--- config.mk ---
export PLATFORM = sky130hd
export DESIGN_NAME = rf_write_arbiter
export DESIGN_NICKNAME = d
export VERILOG_FILES = /design/src/rtl/rf_write_arbiter.sv
export SDC_FILE = /design/constraint.sdc
export NUM_CORES = 1
export LEC_CHECK = 0
export BUFFER_PORTS_ARGS = -buffer_cell sky130_fd_sc_hd__buf_2
export CAP_MARGIN = 40
export CORE_MARGIN = 10
export CORE_UTILIZATION = 48
export DETAILED_ROUTE_END_ITERATION = 7
export PLACE_DENSITY = 0.82
export SLEW_MARGIN = 15
export SYNTH_ARGS = -nofsm -noshare
export SYNTH_HDL_FRONTEND = slang
export SYNTH_SLANG_ARGS = --single-unit
--- constraint.sdc ---
create_clock -name clk -period 1.8 [get_ports clk]
set_input_delay 0.09 -clock clk [delete_from_list [all_inputs] [get_ports clk]]
set_output_delay 0.09 -clock clk [all_outputs]
set_load 0.005 [all_outputs]
--- src/rtl/rf_write_arbiter.sv ---
// Round-robin arbiter sharing one register-file write port between
// ALU and load writeback, with zero-register suppression and ack timeout.
module rf_write_arbiter #(
  parameter int DATA_W      = 16,
  parameter int ADDR_W      = 4,
  parameter int ZERO_REG_RO = 1,
  parameter int TIMEOUT     = 15
) (
  input  logic              clk,
  input  logic              rst,
  input  logic              req0,
  input  logic [ADDR_W-1:0] rd0,
  input  logic [DATA_W-1:0] data0,
  output logic              ack0,
  input  logic              req1,
  input  logic [ADDR_W-1:0] rd1,
  input  logic [DATA_W-1:0] data1,
  output logic              ack1,
  output logic              write_en,
  output logic [ADDR_W-1:0] write_addr,
  output logic [DATA_W-1:0] write_data,
  input  logic              reg_ack,
  output logic              busy,
  output logic [ADDR_W-1:0] pend_addr,
  output logic              timeout_err
);

  typedef enum logic [1:0] {
    IDLE,
    WRITE,
    DONE
  } state_t;

  localparam logic [7:0] TMO_LAST = 8'(TIMEOUT - 1);

  state_t            state, state_n;
  logic              last_grant, last_grant_n;
  logic              gnt, gnt_n;
  logic              ack0_n, ack1_n;
  logic              we_n, busy_n, terr_n;
  logic [ADDR_W-1:0] addr_n;
  logic [DATA_W-1:0] data_n;
  logic [7:0]        cnt, cnt_n;

  logic              pick;
  logic [ADDR_W-1:0] sel_rd;
  logic [DATA_W-1:0] sel_data;

  // Under contention the port that did not win last time goes first.
  assign pick     = (req0 & req1) ? ~last_grant : req1;
  assign sel_rd   = pick ? rd1 : rd0;
  assign sel_data = pick ? data1 : data0;
  assign pend_addr = write_addr;

  always_comb begin
    state_n      = state;
    last_grant_n = last_grant;
    gnt_n        = gnt;
    ack0_n       = 1'b0;
    ack1_n       = 1'b0;
    we_n         = write_en;
    busy_n       = busy;
    terr_n       = timeout_err;
    addr_n       = write_addr;
    data_n       = write_data;
    cnt_n        = cnt;
    unique case (state)
      IDLE: begin
        if (req0 | req1) begin
          gnt_n        = pick;
          last_grant_n = pick;
          addr_n       = sel_rd;
          data_n       = sel_data;
          busy_n       = 1'b1;
          if ((ZERO_REG_RO != 0) && (sel_rd == '0)) begin
            state_n = DONE;
          end else begin
            we_n    = 1'b1;
            cnt_n   = '0;
            state_n = WRITE;
          end
        end
      end
      WRITE: begin
        cnt_n = cnt + 8'd1;
        if (reg_ack) begin
          we_n    = 1'b0;
          state_n = DONE;
        end else if (cnt == TMO_LAST) begin
          // Still ack the requester so the pipeline cannot hang.
          we_n    = 1'b0;
          terr_n  = 1'b1;
          state_n = DONE;
        end
      end
      DONE: begin
        ack0_n  = ~gnt;
        ack1_n  = gnt;
        busy_n  = 1'b0;
        state_n = IDLE;
      end
      default: state_n = IDLE;
    endcase
  end

  always_ff @(posedge clk or negedge rst) begin
    if (!rst) begin
      state       <= IDLE;
      last_grant  <= 1'b1;
      gnt         <= 1'b0;
      ack0        <= 1'b0;
      ack1        <= 1'b0;
      write_en    <= 1'b0;
      busy        <= 1'b0;
      timeout_err <= 1'b0;
      write_addr  <= '0;
      write_data  <= '0;
      cnt         <= '0;
    end else begin
      state       <= state_n;
      last_grant  <= last_grant_n;
      gnt         <= gnt_n;
      ack0        <= ack0_n;
      ack1        <= ack1_n;
      write_en    <= we_n;
      busy        <= busy_n;
      timeout_err <= terr_n;
      write_addr  <= addr_n;
      write_data  <= data_n;
      cnt         <= cnt_n;
    end
  end

endmodule
==> reports/metrics.yaml, run 1 <==
status:
  status: "finished clean"
cts:
  cts_tree: "built"
  clk_latency_ns: 0.29
  path_clk_slew_ns: 0.07
  cts-root-buf: "clkbuf_8"
  cts-htree-levels: 2
  clockBufferDepth: 2
  clock_sinks: 37
  cts.repair.resized: 0
  cts_made_buffers: 5
power:
  p_per_area_nw_per_um2: 1430
  p_leak_nw: 1.14
  internal_power_mw: 2.12
  p_seq_share_pct: 41.7
  clock_power_share_pct: 18.0
  p_comb_share_pct: 40.3
  ir_worst_vdd_uv: 805
  sw_frac_of_total_pct: 37.1
  p_switching_mw: 1.25
place:
  port_buffers: 73
  place_hpwl_um: 3660
  gp_congestion: 0.842
  placedInstanceArea_um2: 2230
  preCtsSetupSlack_ns: 0.351
worst_setup_path:
  critPathCaptureType: "flop"
  cp_max_fo: 6
  critical_path_buf_inv_count: 0
  critical_path.top_delay_family: "flip-flops"
  slowest_delay_ns: 0.58
  crit_required_ns: 1.97
  worst_path_max_delay_cell: "dfstp_2"
  cp.arrival_ns: 1.63
  crit_chain: "nand2b_1 > nand3_1 > a31o_4 > mux2_2"
  startpoint_type: "flop"
  path_class: "reg -> reg"
  reg2reg_slack_ns: 0.34
synthesis:
  async_reset_ff_share_pct: 100
  synth_edf_count: 0
  yosysUniqueCellTypes: 34
  syn_inst: 175
  ys_warn_count: 0
  avgSynthCellArea_um2: 10.4
  synth_seq_cells: 37
  syn-num-nets: 222
  ys_seq_area_share_pct: 50.8
  synthFlopType: "dfrtp_1"
  syn_area_um2: 1830
sta:
  finalCritPeriodShare_pct: 80.9
  hold_viol: 0
  tightestPinTransition_ns: 0.434
  rsz0062_at_grt: "false"
  fin_setup_tns_ns: 0
  max_freq_ghz: 0.687
  period_needed_ns: 1.46
  layout_setup_ws_ns: 0.344
  fin_skew_ns: 0.00918
  setup_violations: 0
  relSlewSlack_pct: 70.8
  report.final.slew_viol_count: 0
die:
  initial_core_util_pct: 49.9
  core-area_um2: 3660
  fp.dieW_um: 81.7
  die_h_um: 81.7
  die_area_um2: 6670
  row_count: 22
  ios: 74
final_layout:
  final_nets: 299
  design_area_um2: 2360
  area_growth_syn_to_layout_pct: 29.5
  nFillCells: 310
  antennaDiodeCount: 0
  drive_gt1_share_pct: 37.9
  layout_commonest_cell: "buf_2"
  final_cell_mix: "buf_2 (73), dfrtp_1 (36), nor2_1 (29), a21oi_1 (23), mux2i_1 (23)"
global_route:
  antenna_found_initial: 0
  first_global_vias: 1591
  grt-ovfl-total: 0
  grt_max_degree: 38
  grt_usage_pct: 14.4
  grt_pass1_wl_um: 7400
flow_run:
  max-cap-violations: 0
route:
  drcViolationCount: 0
  drtAntennaViolNets: 0
  drt-initial-drc-count: 115
  drt-total-wl_um: 4660
  dr_total_vias: 1579
  wl_per_cell_um: 15.5
  detail_route.first_pass.iterations: 6
  viasPerCell: 5.25
hold_path:
  hold_class: "in -> reg"
==> registers in the layout (all words and copies together) (netlist names) <==
signal / flops
write_en: 1
ack0: 1
ack1: 1
write_data: 16
busy: 1
cnt: 8
pend_addr: 4
gnt: 1
last_grant: 1
timeout_err: 1
state: 2
==> final cells by class <==
| class | count | area (µm²) | share of cell area (%) |
|---|---|---|---|
| Clock buffer | 6 | 82.6 | 3.49 |
| Inverter | 4 | 15.0 | 0.635 |
| Multi-Input combinational cell | 123 | 823 | 34.8 |
| Sequential cell | 37 | 927 | 39.2 |
| Clock inverter | 2 | 13.8 | 0.582 |
| Timing Repair Buffer | 81 | 443 | 18.7 |
| Tap cell | 48 | 60.1 | 2.54 |
==> logic make-up after synthesis <==
family                     share of synthesized area, %
adders and majority gates                          1.37
xor gates and xnor gates                          0.480
DFF                                                50.8
AOI/OAI and AO/OA                                  15.6
and+or+nand+nor                                    14.1
buffers and inverters                              4.45
muxes                                              13.2
==> routing by layer <==
layer / track usage (%) / vias up / routed length, µm
met3: 4.59 / 9 / 385
met1: 16.4 / 753 / 1790
met5: 0 / - / 0
met4: 6.63 / 0 / 90
met2: 24.0 / 47 / 2390
li1: - / 770 / -
==> power by group through the flow <==
stage	combinational, mW	sequential [mW]	clock (mW)
6_report	1.36	1.40	0.606
3_3_place_gp	1.32	1.41	0
3_5_place_dp	1.38	1.41	0
5_1_grt	1.53	1.46	0.665
4_1_cts	1.39	1.40	0.621
2_1_floorplan	0.839	1.41	0
==> per-stage QoR <==
step	hold slack, ns	util, %	instances	power [mW]
after floorplan	-0.206	-	175	2.25
after global placement	0.222	60.9	290	2.73
after detailed placement	0.231	60.9	290	2.79
after CTS	0.0617	64.0	300	3.41
after global routing	0.0666	64.6	301	3.66
final	0.0643	64.6	301	3.37
==> path summary, 6_finish.rpt <==
check,from,end,cells past startpoint
worst max-delay path,last_grant$_DFFE_PN1P_,cnt[0]$_DFFE_PN0P_,4
min in group asynchronous,rst,write_data[13]$_DFFE_PN0P_,2
max in group asynchronous,rst,last_grant$_DFFE_PN1P_,3
worst min-delay path,req0,last_grant$_DFFE_PN1P_,2
worst max register to register,last_grant$_DFFE_PN1P_,cnt[0]$_DFFE_PN0P_,4
worst min register to register,timeout_err$_DFFE_PN0P_,timeout_err$_DFFE_PN0P_,1
==> timing repair <==
action	4_1_cts	5_1_grt
endpoints found under the hold margin	37	0
setup buffers	0	0
hold buffers	2	0
==> cell usage after synthesis, types with 2 or more instances <==
| master | instances | area share [%] |
|---|---|---|
| a21oi_1 | 23 | 6.3 |
| and3_1 | 3 | 1.0 |
| buf_2 | 5 | 1.4 |
| buf_4 | 5 | 2.1 |
| dfrtp_1 | 36 | 49 |
| ha_1 | 2 | 1.4 |
| inv_1 | 4 | 0.82 |
| mux2i_1 | 23 | 13 |
| nand2_1 | 8 | 1.6 |
| nand2b_1 | 3 | 1.0 |
| nand3_1 | 3 | 0.82 |
| nor2_1 | 29 | 6.0 |
| nor4_1 | 3 | 1.0 |
| o211a_1 | 2 | 1.1 |
| o21ai_0 | 3 | 0.82 |
| o2bb2ai_1 | 5 | 2.4 |
==> worst register-to-register path: cells and delay by family (launching register included) <==
family,cells,cell delay (ns)
flip-flops,1,0.58
AO/OA/AOI/OAI,1,0.28
multiplexers,1,0.26
AND/OR/NAND/NOR,2,0.22
Note: power is estimated with default switching activity, not from simulation.
==> inputs of run 2 (changes only) <==
ABC_AREA = 1   (was unset)
CORE_UTILIZATION = 43   (was 48)
PLACE_DENSITY = 0.77   (was 0.82)
clock period = 1.3 ns   (was 1.8 ns; I/O delays follow)
==> reports/metrics.yaml, run 2 <==
final_layout:
  top_register: "write_data"  # unchanged
  area_growth_syn_to_layout_pct: 41.2  # was 29.5%
  drive_gt1_share_pct: 42.5  # was 37.9%
  final_cell_mix: "buf_2 (73), nand2_1 (49), dfrtp_1 (36), o21ai_1 (28), nor2_1 (26)"  # was buf_2 (73), dfrtp_1 (36), nor2_1 (29), a21oi_1 (23), mux2i_1 (23)
  largest_register_ffs: 16  # unchanged
  final_nets: 368  # was 299
  antennaDiodeCount: 0  # unchanged
  layout_commonest_cell: "buf_2"  # unchanged
flow_run:
  max-cap-violations: 0  # unchanged
worst_setup_path:
  worst_path_max_delay_cell: "dfstp_2"  # unchanged
  cp_common_cell: "o21ai_1"
  r2r-start: "last_grant$_DFFE_PN1P_"  # unchanged
  critPathCaptureType: "flop"  # unchanged
  slowest_delay_ns: 0.56  # was 0.58 ns
  crit_chain: "nand2_4 > nand2_8 > buf_12 > clkinvlp_4 > o21ai_1 > o21ai_1"  # was nand2b_1 > nand3_1 > a31o_4 > mux2_2
  crit_required_ns: 1.48  # was 1.97 ns
  cp.arrival_ns: 1.63  # about the same
  reg2reg_slack_ns: -0.15  # was 0.34 ns
  cp_max_fo: 8  # was 6
  r2r_cells: 6  # was 4
  startpoint_type: "flop"  # unchanged
  setup.worst_path.start: "last_grant$_DFFE_PN1P_"  # unchanged
  critical_path_buf_inv_count: 2  # was 0
  path_class: "reg -> reg"  # unchanged
  critical_path.top_delay_family: "flip-flops"  # unchanged
  r2r_end: "write_data[0]$_DFFE_PN0P_"  # was cnt[0]$_DFFE_PN0P_
sta:
  finalCritPeriodShare_pct: 112  # was 80.9%
  rsz0062_at_grt: "true"  # was false
  max_freq_ghz: 0.690  # was 0.687 GHz
  report.final.slew_viol_count: 0  # unchanged
  setup_violations: 29  # was 0
  tightestPinTransition_ns: 0.446  # was 0.434 ns
  relSlewSlack_pct: 70.3  # was 70.8%
  fin_skew_ns: 0.00994  # was 0.00918 ns
  hold_viol: 0  # unchanged
  layout_setup_ws_ns: -0.150  # was 0.344 ns
  period_needed_ns: 1.45  # was 1.46 ns
cts:
  path_clk_slew_ns: 0.08  # was 0.07 ns
  cts-root-buf: "clkbuf_8"  # unchanged
  cts_tree: "built"  # unchanged
  clock_sinks: 37  # unchanged
  clk_latency_ns: 0.30  # was 0.29 ns
  cts_made_buffers: 5  # unchanged
  clockBufferDepth: 2  # unchanged
  cts-htree-levels: 2  # unchanged
global_route:
  grt_max_degree: 21  # was 38
  grt_usage_pct: 13.6  # was 14.4%
  grt_pass1_wl_um: 8100  # was 7400 µm
  first_global_vias: 1768  # was 1,591
  antenna_found_initial: 0  # unchanged
  grt-ovfl-total: 0  # unchanged
die:
  row_count: 23  # was 22
  die_h_um: 85.5  # was 81.7 µm
  core-area_um2: 4090  # was 3660 µm²
  ios: 74  # unchanged
  die_area_um2: 7310  # was 6670 µm²
  fp.dieW_um: 85.5  # was 81.7 µm
  initial_core_util_pct: 45.1  # was 49.9%
route:
  dr_total_vias: 1779  # was 1,579
  drcViolationCount: 0  # unchanged
  viasPerCell: 4.78  # was 5.25
  wl_per_cell_um: 13.6  # was 15.5 µm
  drt-initial-drc-count: 54  # was 115
  drt-total-wl_um: 5070  # was 4660 µm
  detail_route.first_pass.iterations: 4  # was 6
  drtAntennaViolNets: 0  # unchanged
status:
  violations: "negative setup slack"
  status: "complete, but fails checks"  # was finished clean
synthesis:
  synthTopCellsByArea: "dfrtp_1 (49%), nand2_1 (11%), o21ai_0 (7.3%), nor2_1 (5.9%), nand3_1 (4.3%)"  # was dfrtp_1 (49%), mux2i_1 (13%), a21oi_1 (6.3%), nor2_1 (6.0%), o2bb2ai_1 (2.4%)
  avgSynthCellArea_um2: 8.12  # was 10.4 µm²
  synth_top_area_share_pct: 48.9  # was 49.3%
  synth_edf_count: 0  # unchanged
  syn_inst: 227  # was 175
  post-synth-top-area-cell: "dfrtp_1"  # unchanged
  synth_seq_cells: 37  # unchanged
  syn_area_um2: 1840  # was 1830 µm²
  ys_seq_area_share_pct: 50.3  # was 50.8%
  synthTopCellsByCount: "nand2_1 (55), dfrtp_1 (36), nor2_1 (29)"  # was dfrtp_1 (36), nor2_1 (29), a21oi_1 (23), mux2i_1 (23), nand2_1 (8)
  syn-num-nets: 274  # was 222
  synth_most_common_cell: "nand2_1"  # was dfrtp_1
  ys_warn_count: 0  # unchanged
  async_reset_ff_share_pct: 100  # unchanged
  synthFlopType: "dfrtp_1"  # unchanged
  yosysUniqueCellTypes: 25  # was 34
place:
  gp_congestion: 0.801  # was 0.842
  port_buffers: 73  # unchanged
  preCtsSetupSlack_ns: -0.178  # was 0.351 ns
  place_hpwl_um: 3740  # was 3660 µm
hold_path:
  worstHoldStart: "data1[10]"  # was req0
  hold_class: "in -> reg"  # unchanged
  min_to: "write_data[10]$_DFFE_PN0P_"  # was last_grant$_DFFE_PN1P_
  hold_depth: 3  # was 2
power:
  p_per_area_nw_per_um2: 1910  # was 1430 nW/µm²
  ir_worst_vdd_uv: 915  # was 805 µV
  power_mw: 4.98  # was 3.37 mW
  p_leak_nw: 1.36  # was 1.14 nW
[run 2: cell types whose count changed in the layout (fill, tap and decap cells not counted), moves of 9 or more]
cell     previous run  this run
o21ai_1             0        28
buf_4               5        19
nand2_1             8        49
a21oi_1            23         1
mux2i_1            23         0
nand3_1             3        12
inv_1               4        16
[run 2: cell families (layout without fill, tap and decap cells)]
group,after synthesis,count (layout),share of synthesized area (%)
buffers and inverters,30,125,7.87
and+or+nand+nor,114,114,27.4
DFF,37,37,50.3
AOI/OAI and AO/OA,44,44,13.0
adders and majority gates,2,2,1.36
[run 2: layer usage]
metal | wire [µm] | vias to the layer above | GRT usage [%]
li1 | - | 919 | -
met1 | 2190 | 804 | 15.0
met2 | 2400 | 51 | 22.5
met3 | 406 | 5 | 5.64
met4 | 75 | 0 | 5.39
met5 | 0 | - | 0
[run 2: through the flow]
step	utilization (%)	setup TNS, ns	hold WS (ns)	instance area (µm²)	std cells
final	63.7	-2.56	0.0189	2600	372
after global routing	63.7	-5.23	0.0156	2600	372
after CTS	61.5	-2.07	0.0163	2510	369
after detailed placement	57.6	-3.67	0.0350	2350	358
after global placement	57.6	-2.54	0.0325	2350	358
after floorplan	-	-0.388	-0.231	1850	227
[run 2: final cells by class]
class                           count  area [µm²]
Timing Repair inverter              1        7.51
Clock buffer                        5        68.8
Tap cell                           50        62.6
Fill cell                         347        1480
Inverter                           20        78.8
Timing Repair Buffer               96         569
Multi-Input combinational cell    160         867
Sequential cell                    37         927
Clock inverter                      3        21.3
[run 2: how the worst max path moves through the flow]
stage                                      end  cells after the start
floorplan                   cnt[2]$_DFFE_PN0P_                     10
global placement            cnt[0]$_DFFE_PN0P_                      9
detailed placement  write_data[15]$_DFFE_PN0P_                      5
CTS                         cnt[4]$_DFFE_PN0P_                      9
global route                cnt[7]$_DFFE_PN0P_                      9
finish               write_data[0]$_DFFE_PN0P_                      6
[run 2: power by group]
group	switching [mW]	leakage, nW	internal (mW)	total [mW]
registers	0.270	0.459	1.62	1.89
clock network	0.444	0.0445	0.380	0.824
logic	1.23	0.852	1.03	2.27
[run 2: worst register-to-register path, cell delays in order, from the launching register on]
cell and delay (ns):
dfstp_2 0.56, nand2_4 0.10, nand2_8 0.14, buf_12 0.12, clkinvlp_4 0.18, o21ai_1 0.17
o21ai_1 0.07
[run 2: repair_timing]
| action | 4_1_cts | 5_1_grt |
|---|---|---|
| endpoints found under the setup margin | 30 | 31 |
| resized for setup | 9 | 34 |
| hold buffers | 1 | 0 |
| pin swaps | 12 | 10 |
| hold endpoints to repair | 17 | 0 |
| buffers inserted | 2 | 2 |
| cloned | 0 | 2 |
